## config.mk

```make
export PLATFORM = sky130hd
export DESIGN_NAME = csr_file_wb_flat
export DESIGN_NICKNAME = d
export VERILOG_FILES = /design/src/rtl/csr_file_wb_if.sv /design/src/rtl/csr_file_wb.sv /design/src/flat_wrapper.sv
export SDC_FILE = /design/constraint.sdc
export NUM_CORES = 1
export LEC_CHECK = 0
export BUFFER_PORTS_ARGS = -buffer_cell sky130_fd_sc_hd__clkbuf_2
export CAP_MARGIN = 20
export CORE_MARGIN = 2
export CORE_UTILIZATION = 50
export DETAILED_ROUTE_END_ITERATION = 8
export GPL_ROUTABILITY_DRIVEN = 0
export PLACE_DENSITY = 0.72
export SETUP_SLACK_MARGIN = 0.15
export SLEW_MARGIN = 30
export SYNTH_ARGS = -nofsm -noshare
export SYNTH_HDL_FRONTEND = slang
export SYNTH_SLANG_ARGS = --single-unit
```

## constraint.sdc

```tcl
create_clock -name clk -period 3.55 [get_ports clk]
set_clock_uncertainty 0.1 [all_clocks]
set_input_delay 0.355 -clock clk [delete_from_list [all_inputs] [get_ports clk]]
set_output_delay 0.355 -clock clk [all_outputs]
set_load 0.005 [all_outputs]
```

## src/rtl/csr_file_wb_if.sv

```systemverilog
`default_nettype none
// ============================================================================
// csr_file_wb_if : WB-stage CSR write bus and EX-stage CSR read port
// Revision 1.0
// ============================================================================
interface csr_file_wb_if #(
  parameter int DATA_W = 32,
  parameter int ADDR_W = 12
);
  logic              bubbleW;
  logic              flushW;
  logic              csrreg_write_en_WB;
  logic [1:0]        csr_op_WB;
  logic [ADDR_W-1:0] csr_addr_WB;
  logic [DATA_W-1:0] csr_wdata_WB;
  logic              retire_WB;
  logic [ADDR_W-1:0] csr_raddr_EX;
  logic [DATA_W-1:0] csr_rdata_EX;
  logic              csr_illegal_EX;

  modport master (
    output bubbleW, flushW, csrreg_write_en_WB, csr_op_WB, csr_addr_WB,
           csr_wdata_WB, retire_WB, csr_raddr_EX,
    input  csr_rdata_EX, csr_illegal_EX
  );

  modport slave (
    input  bubbleW, flushW, csrreg_write_en_WB, csr_op_WB, csr_addr_WB,
           csr_wdata_WB, retire_WB, csr_raddr_EX,
    output csr_rdata_EX, csr_illegal_EX
  );
endinterface
`default_nettype wire

```

## src/rtl/csr_file_wb.sv

```systemverilog
`default_nettype none
// ============================================================================
// csr_file_wb : WB-stage CSR register file with bypassed EX read port
// Revision 1.0 ; define CSR_COUNTERS_EN to add 64-bit mcycle/minstret
// ============================================================================
module csr_file_wb #(
  parameter int                DATA_W   = 32,
  parameter int                ADDR_W   = 12,
  parameter int                NUM_CSR  = 8,
  parameter logic [ADDR_W-1:0] CSR_BASE = ADDR_W'(12'h300)
) (
  input  logic         clk,
  input  logic         rst_n,
  csr_file_wb_if.slave bus
);

  localparam logic [1:0]        C_OP_NONE = 2'b00;
  localparam logic [1:0]        C_OP_RW   = 2'b01;
  localparam logic [1:0]        C_OP_RS   = 2'b10;
  localparam logic [1:0]        C_OP_RC   = 2'b11;
  localparam int                IDX_W     = (NUM_CSR > 1) ? $clog2(NUM_CSR) : 1;
  localparam logic [ADDR_W-1:0] C_NUM     = ADDR_W'(NUM_CSR);

  logic [DATA_W-1:0] slot_q [NUM_CSR];
  logic [DATA_W-1:0] slot_d [NUM_CSR];

  logic [ADDR_W-1:0] w_wr_off, w_rd_off;
  logic [IDX_W-1:0]  w_wr_idx, w_rd_idx;
  logic              w_wr_slot, w_rd_slot;
  logic              w_wr_cnt, w_rd_cnt;
  logic [DATA_W-1:0] w_wr_cnt_old, w_rd_cnt_val;
  logic              w_wr_legal, w_rd_legal, w_commit;
  logic [DATA_W-1:0] w_wr_old, w_wr_new, w_rd_stored;

  // Unsigned offset wraps for addresses below the base, so one compare covers both bounds
  assign w_wr_off  = bus.csr_addr_WB - CSR_BASE;
  assign w_rd_off  = bus.csr_raddr_EX - CSR_BASE;
  assign w_wr_slot = (w_wr_off < C_NUM);
  assign w_rd_slot = (w_rd_off < C_NUM);
  assign w_wr_idx  = w_wr_off[IDX_W-1:0];
  assign w_rd_idx  = w_rd_off[IDX_W-1:0];

`ifdef CSR_COUNTERS_EN
  localparam int                CNT_W         = 2 * DATA_W;
  localparam logic [ADDR_W-1:0] C_MCYCLE_LO   = ADDR_W'(12'hB00);
  localparam logic [ADDR_W-1:0] C_MCYCLE_HI   = ADDR_W'(12'hB80);
  localparam logic [ADDR_W-1:0] C_MINSTRET_LO = ADDR_W'(12'hB02);
  localparam logic [ADDR_W-1:0] C_MINSTRET_HI = ADDR_W'(12'hB82);

  logic [CNT_W-1:0] mcycle_q, mcycle_d, minstret_q, minstret_d;
  logic             w_retire;

  function automatic logic [DATA_W:0] cnt_sel(input logic [ADDR_W-1:0] addr,
                                              input logic [CNT_W-1:0]  mc,
                                              input logic [CNT_W-1:0]  mi);
    logic [DATA_W:0] r;
    r = '0;
    case (addr)
      C_MCYCLE_LO:   r = {1'b1, mc[DATA_W-1:0]};
      C_MCYCLE_HI:   r = {1'b1, mc[CNT_W-1:DATA_W]};
      C_MINSTRET_LO: r = {1'b1, mi[DATA_W-1:0]};
      C_MINSTRET_HI: r = {1'b1, mi[CNT_W-1:DATA_W]};
      default:       r = '0;
    endcase
    return r;
  endfunction

  assign {w_wr_cnt, w_wr_cnt_old} = cnt_sel(bus.csr_addr_WB, mcycle_q, minstret_q);
  assign {w_rd_cnt, w_rd_cnt_val} = cnt_sel(bus.csr_raddr_EX, mcycle_q, minstret_q);
  assign w_retire = bus.retire_WB & ~bus.bubbleW & ~bus.flushW;

  // A committed half-write replaces the increment for that counter; no carry across halves
  always_comb begin
    mcycle_d   = mcycle_q + CNT_W'(1);
    minstret_d = minstret_q + CNT_W'(w_retire);
    if (w_commit) begin
      case (bus.csr_addr_WB)
        C_MCYCLE_LO:   mcycle_d   = {mcycle_q[CNT_W-1:DATA_W], w_wr_new};
        C_MCYCLE_HI:   mcycle_d   = {w_wr_new, mcycle_q[DATA_W-1:0]};
        C_MINSTRET_LO: minstret_d = {minstret_q[CNT_W-1:DATA_W], w_wr_new};
        C_MINSTRET_HI: minstret_d = {w_wr_new, minstret_q[DATA_W-1:0]};
        default: ;
      endcase
    end
  end

  always_ff @(posedge clk or negedge rst_n) begin
    if (!rst_n) begin
      mcycle_q   <= '0;
      minstret_q <= '0;
    end else begin
      mcycle_q   <= mcycle_d;
      minstret_q <= minstret_d;
    end
  end
`else
  logic w_unused;
  assign w_unused     = bus.retire_WB;
  assign w_wr_cnt     = 1'b0;
  assign w_rd_cnt     = 1'b0;
  assign w_wr_cnt_old = '0;
  assign w_rd_cnt_val = '0;
`endif

  assign w_wr_legal = w_wr_slot | w_wr_cnt;
  assign w_rd_legal = w_rd_slot | w_rd_cnt;
  assign w_commit   = bus.csrreg_write_en_WB & ~bus.bubbleW & ~bus.flushW &
                      (bus.csr_op_WB != C_OP_NONE) & w_wr_legal;
  assign w_wr_old   = w_wr_slot ? slot_q[w_wr_idx] : w_wr_cnt_old;

  always_comb begin
    w_wr_new = w_wr_old;
    case (bus.csr_op_WB)
      C_OP_RW: w_wr_new = bus.csr_wdata_WB;
      C_OP_RS: w_wr_new = w_wr_old | bus.csr_wdata_WB;
      C_OP_RC: w_wr_new = w_wr_old & ~bus.csr_wdata_WB;
      default: w_wr_new = w_wr_old;
    endcase
  end

  always_comb begin
    for (int i = 0; i < NUM_CSR; i++) begin
      slot_d[i] = slot_q[i];
    end
    if (w_commit && w_wr_slot) begin
      slot_d[w_wr_idx] = w_wr_new;
    end
  end

  always_ff @(posedge clk or negedge rst_n) begin
    if (!rst_n) begin
      for (int i = 0; i < NUM_CSR; i++) begin
        slot_q[i] <= '0;
      end
    end else begin
      for (int i = 0; i < NUM_CSR; i++) begin
        slot_q[i] <= slot_d[i];
      end
    end
  end

  assign w_rd_stored = w_rd_slot ? slot_q[w_rd_idx] :
                       (w_rd_cnt ? w_rd_cnt_val : '0);

  // Same-cycle WB->EX bypass; commit already implies the address is legal
  assign bus.csr_rdata_EX   = (w_commit && (bus.csr_addr_WB == bus.csr_raddr_EX)) ?
                              w_wr_new : w_rd_stored;
  assign bus.csr_illegal_EX = ~w_rd_legal;

endmodule
`default_nettype wire

```

## src/flat_wrapper.sv

```systemverilog
// flat-port wrapper written by rule: the top's interface ports become plain ports
module csr_file_wb_flat 
#(
  parameter int                DATA_W   = 32,
  parameter int                ADDR_W   = 12,
  parameter int                NUM_CSR  = 8,
  parameter logic [ADDR_W-1:0] CSR_BASE = ADDR_W'(12'h300)
)
  (clk, rst_n, bus_bubbleW, bus_flushW, bus_csrreg_write_en_WB, bus_csr_op_WB, bus_csr_addr_WB, bus_csr_wdata_WB, bus_retire_WB, bus_csr_raddr_EX, bus_csr_rdata_EX, bus_csr_illegal_EX);
  csr_file_wb_if #(.DATA_W(DATA_W), .ADDR_W(ADDR_W)) bus_i ();
  input  logic clk;
  input  logic rst_n;
  input wire logic [$bits(bus_i.bubbleW)-1:0] bus_bubbleW;
  input wire logic [$bits(bus_i.flushW)-1:0] bus_flushW;
  input wire logic [$bits(bus_i.csrreg_write_en_WB)-1:0] bus_csrreg_write_en_WB;
  input wire logic [$bits(bus_i.csr_op_WB)-1:0] bus_csr_op_WB;
  input wire logic [$bits(bus_i.csr_addr_WB)-1:0] bus_csr_addr_WB;
  input wire logic [$bits(bus_i.csr_wdata_WB)-1:0] bus_csr_wdata_WB;
  input wire logic [$bits(bus_i.retire_WB)-1:0] bus_retire_WB;
  input wire logic [$bits(bus_i.csr_raddr_EX)-1:0] bus_csr_raddr_EX;
  output wire logic [$bits(bus_i.csr_rdata_EX)-1:0] bus_csr_rdata_EX;
  output wire logic [$bits(bus_i.csr_illegal_EX)-1:0] bus_csr_illegal_EX;
  assign bus_i.bubbleW = bus_bubbleW;
  assign bus_i.flushW = bus_flushW;
  assign bus_i.csrreg_write_en_WB = bus_csrreg_write_en_WB;
  assign bus_i.csr_op_WB = bus_csr_op_WB;
  assign bus_i.csr_addr_WB = bus_csr_addr_WB;
  assign bus_i.csr_wdata_WB = bus_csr_wdata_WB;
  assign bus_i.retire_WB = bus_retire_WB;
  assign bus_i.csr_raddr_EX = bus_csr_raddr_EX;
  assign bus_csr_rdata_EX = bus_i.csr_rdata_EX;
  assign bus_csr_illegal_EX = bus_i.csr_illegal_EX;
  csr_file_wb #(.DATA_W(DATA_W), .ADDR_W(ADDR_W), .NUM_CSR(NUM_CSR), .CSR_BASE(CSR_BASE)) u_core (.clk(clk), .rst_n(rst_n), .bus(bus_i));
endmodule
```

==> run metrics <==
Synth Warn # 0; Nets 1565; worst reg2reg path endpoint u_core.slot_q[32]$_DFFE_PN0P_; # rows 62; leakage 0.00779 uW; Worst VDD drop 0.000363 V; max_cap viols 0; Hold WC Path Type in2reg; unrepaired setup endpoints after global routing no; height of the die 174 um; Worst Hold Path Cells 3; Post-Synth Simple-Gate Area 0.106; Die Area 30400 um2; sequential element share of the synthesized area 0.442; crit end category primary output; post_cts resized 0; drt pass-1 iters 5; Tcrit/Tclk final 0.880; mux contribution to synthesized area 0.214; crit path DAT 2.67 ns; top flop regs u_core.slot_q x256; hold endpoint u_core.slot_q[66]$_DFFE_PN0P_; initial antenna violation count 0; Clock transition at path regs 0.06 ns; final hold slack around 0.079 ns; Seq cells post-synth 256; crit path max fanout 12; Power Density 390 nW/um2; xor and xnor area share after synthesis 0.00725; flop-to-flop setup slack between 1.5 and 2 ns; max FFs per register 256; Largest Register u_core.slot_q; syn nets 1520; reg2reg start u_core.slot_q[224]$_DFFE_PN0P_; post-synthesis cell type count 35; run status complete, no violations; Crit Path Category in2out; worst hold start bus_csr_wdata_WB[2]; DP HPWL 25500 um; CTS tree built; Adder-Cell Fraction of Synth Area 0; clock root buffer clkbuf_16; DR WL/cell about 23 um; Setup violations, final 0; Sink Count ~260; Req. time, crit path 3.09 ns; Hold Vio Cnt, Final 0; Setup TNS Final 0 ns; Worst R2R Path Depth 5; post-layout minimum cycle time 3.12 ns; post-route ant nets 0; grt total ovfl 0; Gate Count Post-Synth about 1500; Max Freq 320 MHz; Least-Margin Pin Slew 0.843 ns; Residual DRC 0; largest family of logic cells by synthesized area multiplexers; IO Port Bufs 95; initial core utilization 0.507; post-synthesis compound-gate area fraction 0.188; Final Power 6390 uW; 1st-iter DRT viols 1107; Core Area 28600 um2; Area growth syn-to-layout 13.0%; Vias/cell 6.43; CTS H-Tree Depth 1; I/O Pins 97; first-pass GRT wire length 68300 um; via count 12200; clock latency on the worst-skew pair roughly 0.55 ns; total CTS buffers 29; largest net degree at the start of global routing 99; Total Routed Length ~44000 um; fin. max-slew vios 0; DIE WIDTH 174 um; Max-slew headroom 0.438; synthesized area around 15000 um2; vias in the first global route approximately 12000; syn avg cell area 9.96 um2; layout cells sized above 1 0.168; ANT cells 0; CP Launch Type input pin; CTS Buffer Depth 3; Total Routing Usage GR 0.285
-- cell usage after synthesis, drive strengths merged --
cell / instances / share of area
clkbuf: 53 / 0.014
a22oi: 87 / 0.045
or4: 2 / 0.0010
nand2b: 2 / 0.00086
and3: 2 / 0.00086
a22o: 41 / 0.025
and4b: 2 / 0.0014
a21oi: 132 / 0.046
buf: 78 / 0.029
nor2b: 4 / 0.0017
nor2: 133 / 0.034
nand4: 19 / 0.0099
nand3b: 2 / 0.0010
o21ai: 80 / 0.028
nor4: 4 / 0.0059
and2: 4 / 0.0017
dfrtp: 256 / 0.44
and3b: 2 / 0.0012
xnor2: 8 / 0.0048
nor3: 1 / 0.0011
a31oi: 48 / 0.021
xor2: 4 / 0.0024
mux2i: 256 / 0.18
inv: 2 / 0.00052
mux2: 48 / 0.037
nand3: 13 / 0.0048
and4: 15 / 0.0091
a2111oi: 1 / 0.0010
nand2: 118 / 0.031
a221oi: 39 / 0.024
-- what timing repair did --
action,in CTS,in global routing
setup endpoints to repair,0,0
hold endpoints to repair,94,0
buffers inserted,0,0
hold buffers,1,0
-- metrics by stage --
step / setup WS, ns / area, um2 / instances / util
6_report: 0.425 / 16400 / 1903 / 0.573
5_1_grt: 0.295 / 16400 / 1903 / 0.573
4_1_cts: 0.429 / 16400 / 1903 / 0.573
3_5_place_dp: 0.433 / 15500 / 1853 / 0.541
3_3_place_gp: 0.449 / 15500 / 1853 / 0.541
2_1_floorplan: 1.27 / 14500 / 1456 / -
-- routing by layer --
layer  wire [um]  share of wire  GRT usage
met3        3190          0.073     0.0416
met5           0              0          0
met1       18100           0.41      0.378
met4        2060          0.047      0.134
met2       20500           0.47      0.462
-- cells in the final DEF, fill, tap and decap left out, types with 3 or more instances in the layout --
master | synthesis | layout
a21oi_1 | 132 | 132
nand4_1 | 15 | 15
clkbuf_16 | 0 | 29
xnor2_1 | 8 | 8
a22oi_1 | 87 | 87
a31oi_1 | 48 | 48
clkbuf_8 | 0 | 4
buf_4 | 16 | 35
nor2_1 | 133 | 131
xor2_1 | 4 | 3
buf_12 | 0 | 14
and4_1 | 15 | 13
clkinv_2 | 0 | 6
dfrtp_1 | 256 | 256
a221oi_1 | 39 | 39
a22o_1 | 41 | 41
nand3_1 | 12 | 12
nor2b_4 | 0 | 4
o21ai_0 | 80 | 80
mux2_2 | 48 | 48
clkbuf_2 | 0 | 92
nand4_4 | 0 | 3
nor4_4 | 4 | 4
mux2i_1 | 256 | 256
nand2_1 | 118 | 118
clkbuf_1 | 53 | 7
-- area by class of cell --
| class | count | area (um2) |
|---|---|---|
| Fill cell | 2433 | 12200 |
| Multi-Input combinational cell | 1067 | 7560 |
| Sequential cell | 256 | 6410 |
| Timing Repair Buffer | 145 | 1050 |
| Clock buffer | 40 | 807 |
| Tap cell | 384 | 480 |
| Clock inverter | 9 | 76.3 |
| Inverter | 2 | 7.51 |
-- how the worst max path moves through the flow --
| stage | end | startpoint | slack (ns) |
|---|---|---|---|
| global placement | bus_csr_rdata_EX[29] | bus_csr_addr_WB[1] | 0.45 |
| floorplan | bus_csr_rdata_EX[11] | bus_csr_addr_WB[0] | 1.27 |
| detailed placement | bus_csr_rdata_EX[29] | bus_csr_addr_WB[1] | 0.43 |
| finish | bus_csr_rdata_EX[29] | bus_csr_addr_WB[1] | 0.43 |
| CTS | bus_csr_rdata_EX[29] | bus_csr_addr_WB[1] | 0.43 |
| global route | bus_csr_rdata_EX[29] | bus_csr_addr_WB[1] | 0.30 |
-- power breakdown --
group	total [uW]	leakage, uW	switching, uW	internal (uW)
logic	646	0.00378	420	226
registers	2930	0.00358	2.91	2920
clock network	2820	0.000437	1180	1640
total	6390	0.00779	1600	4790
-- critical path, cell delays in order --
cell and delay, ns:
clkbuf_2 0.18, xor2_1 0.19, or4_1 0.56, nor3_4 0.41, nand2_1 0.46, a21oi_1 0.36
clkbuf_2 0.16
-- kinds of logic after synthesis --
group / Yosys count
buffers and inverters: 133
multiplexers: 304
flip-flops: 256
XOR/XNOR: 12
AND/OR/NAND/NOR: 323
AO/OA/AOI/OAI: 428
No activity file was read; power rests on OpenSTA's default activity.
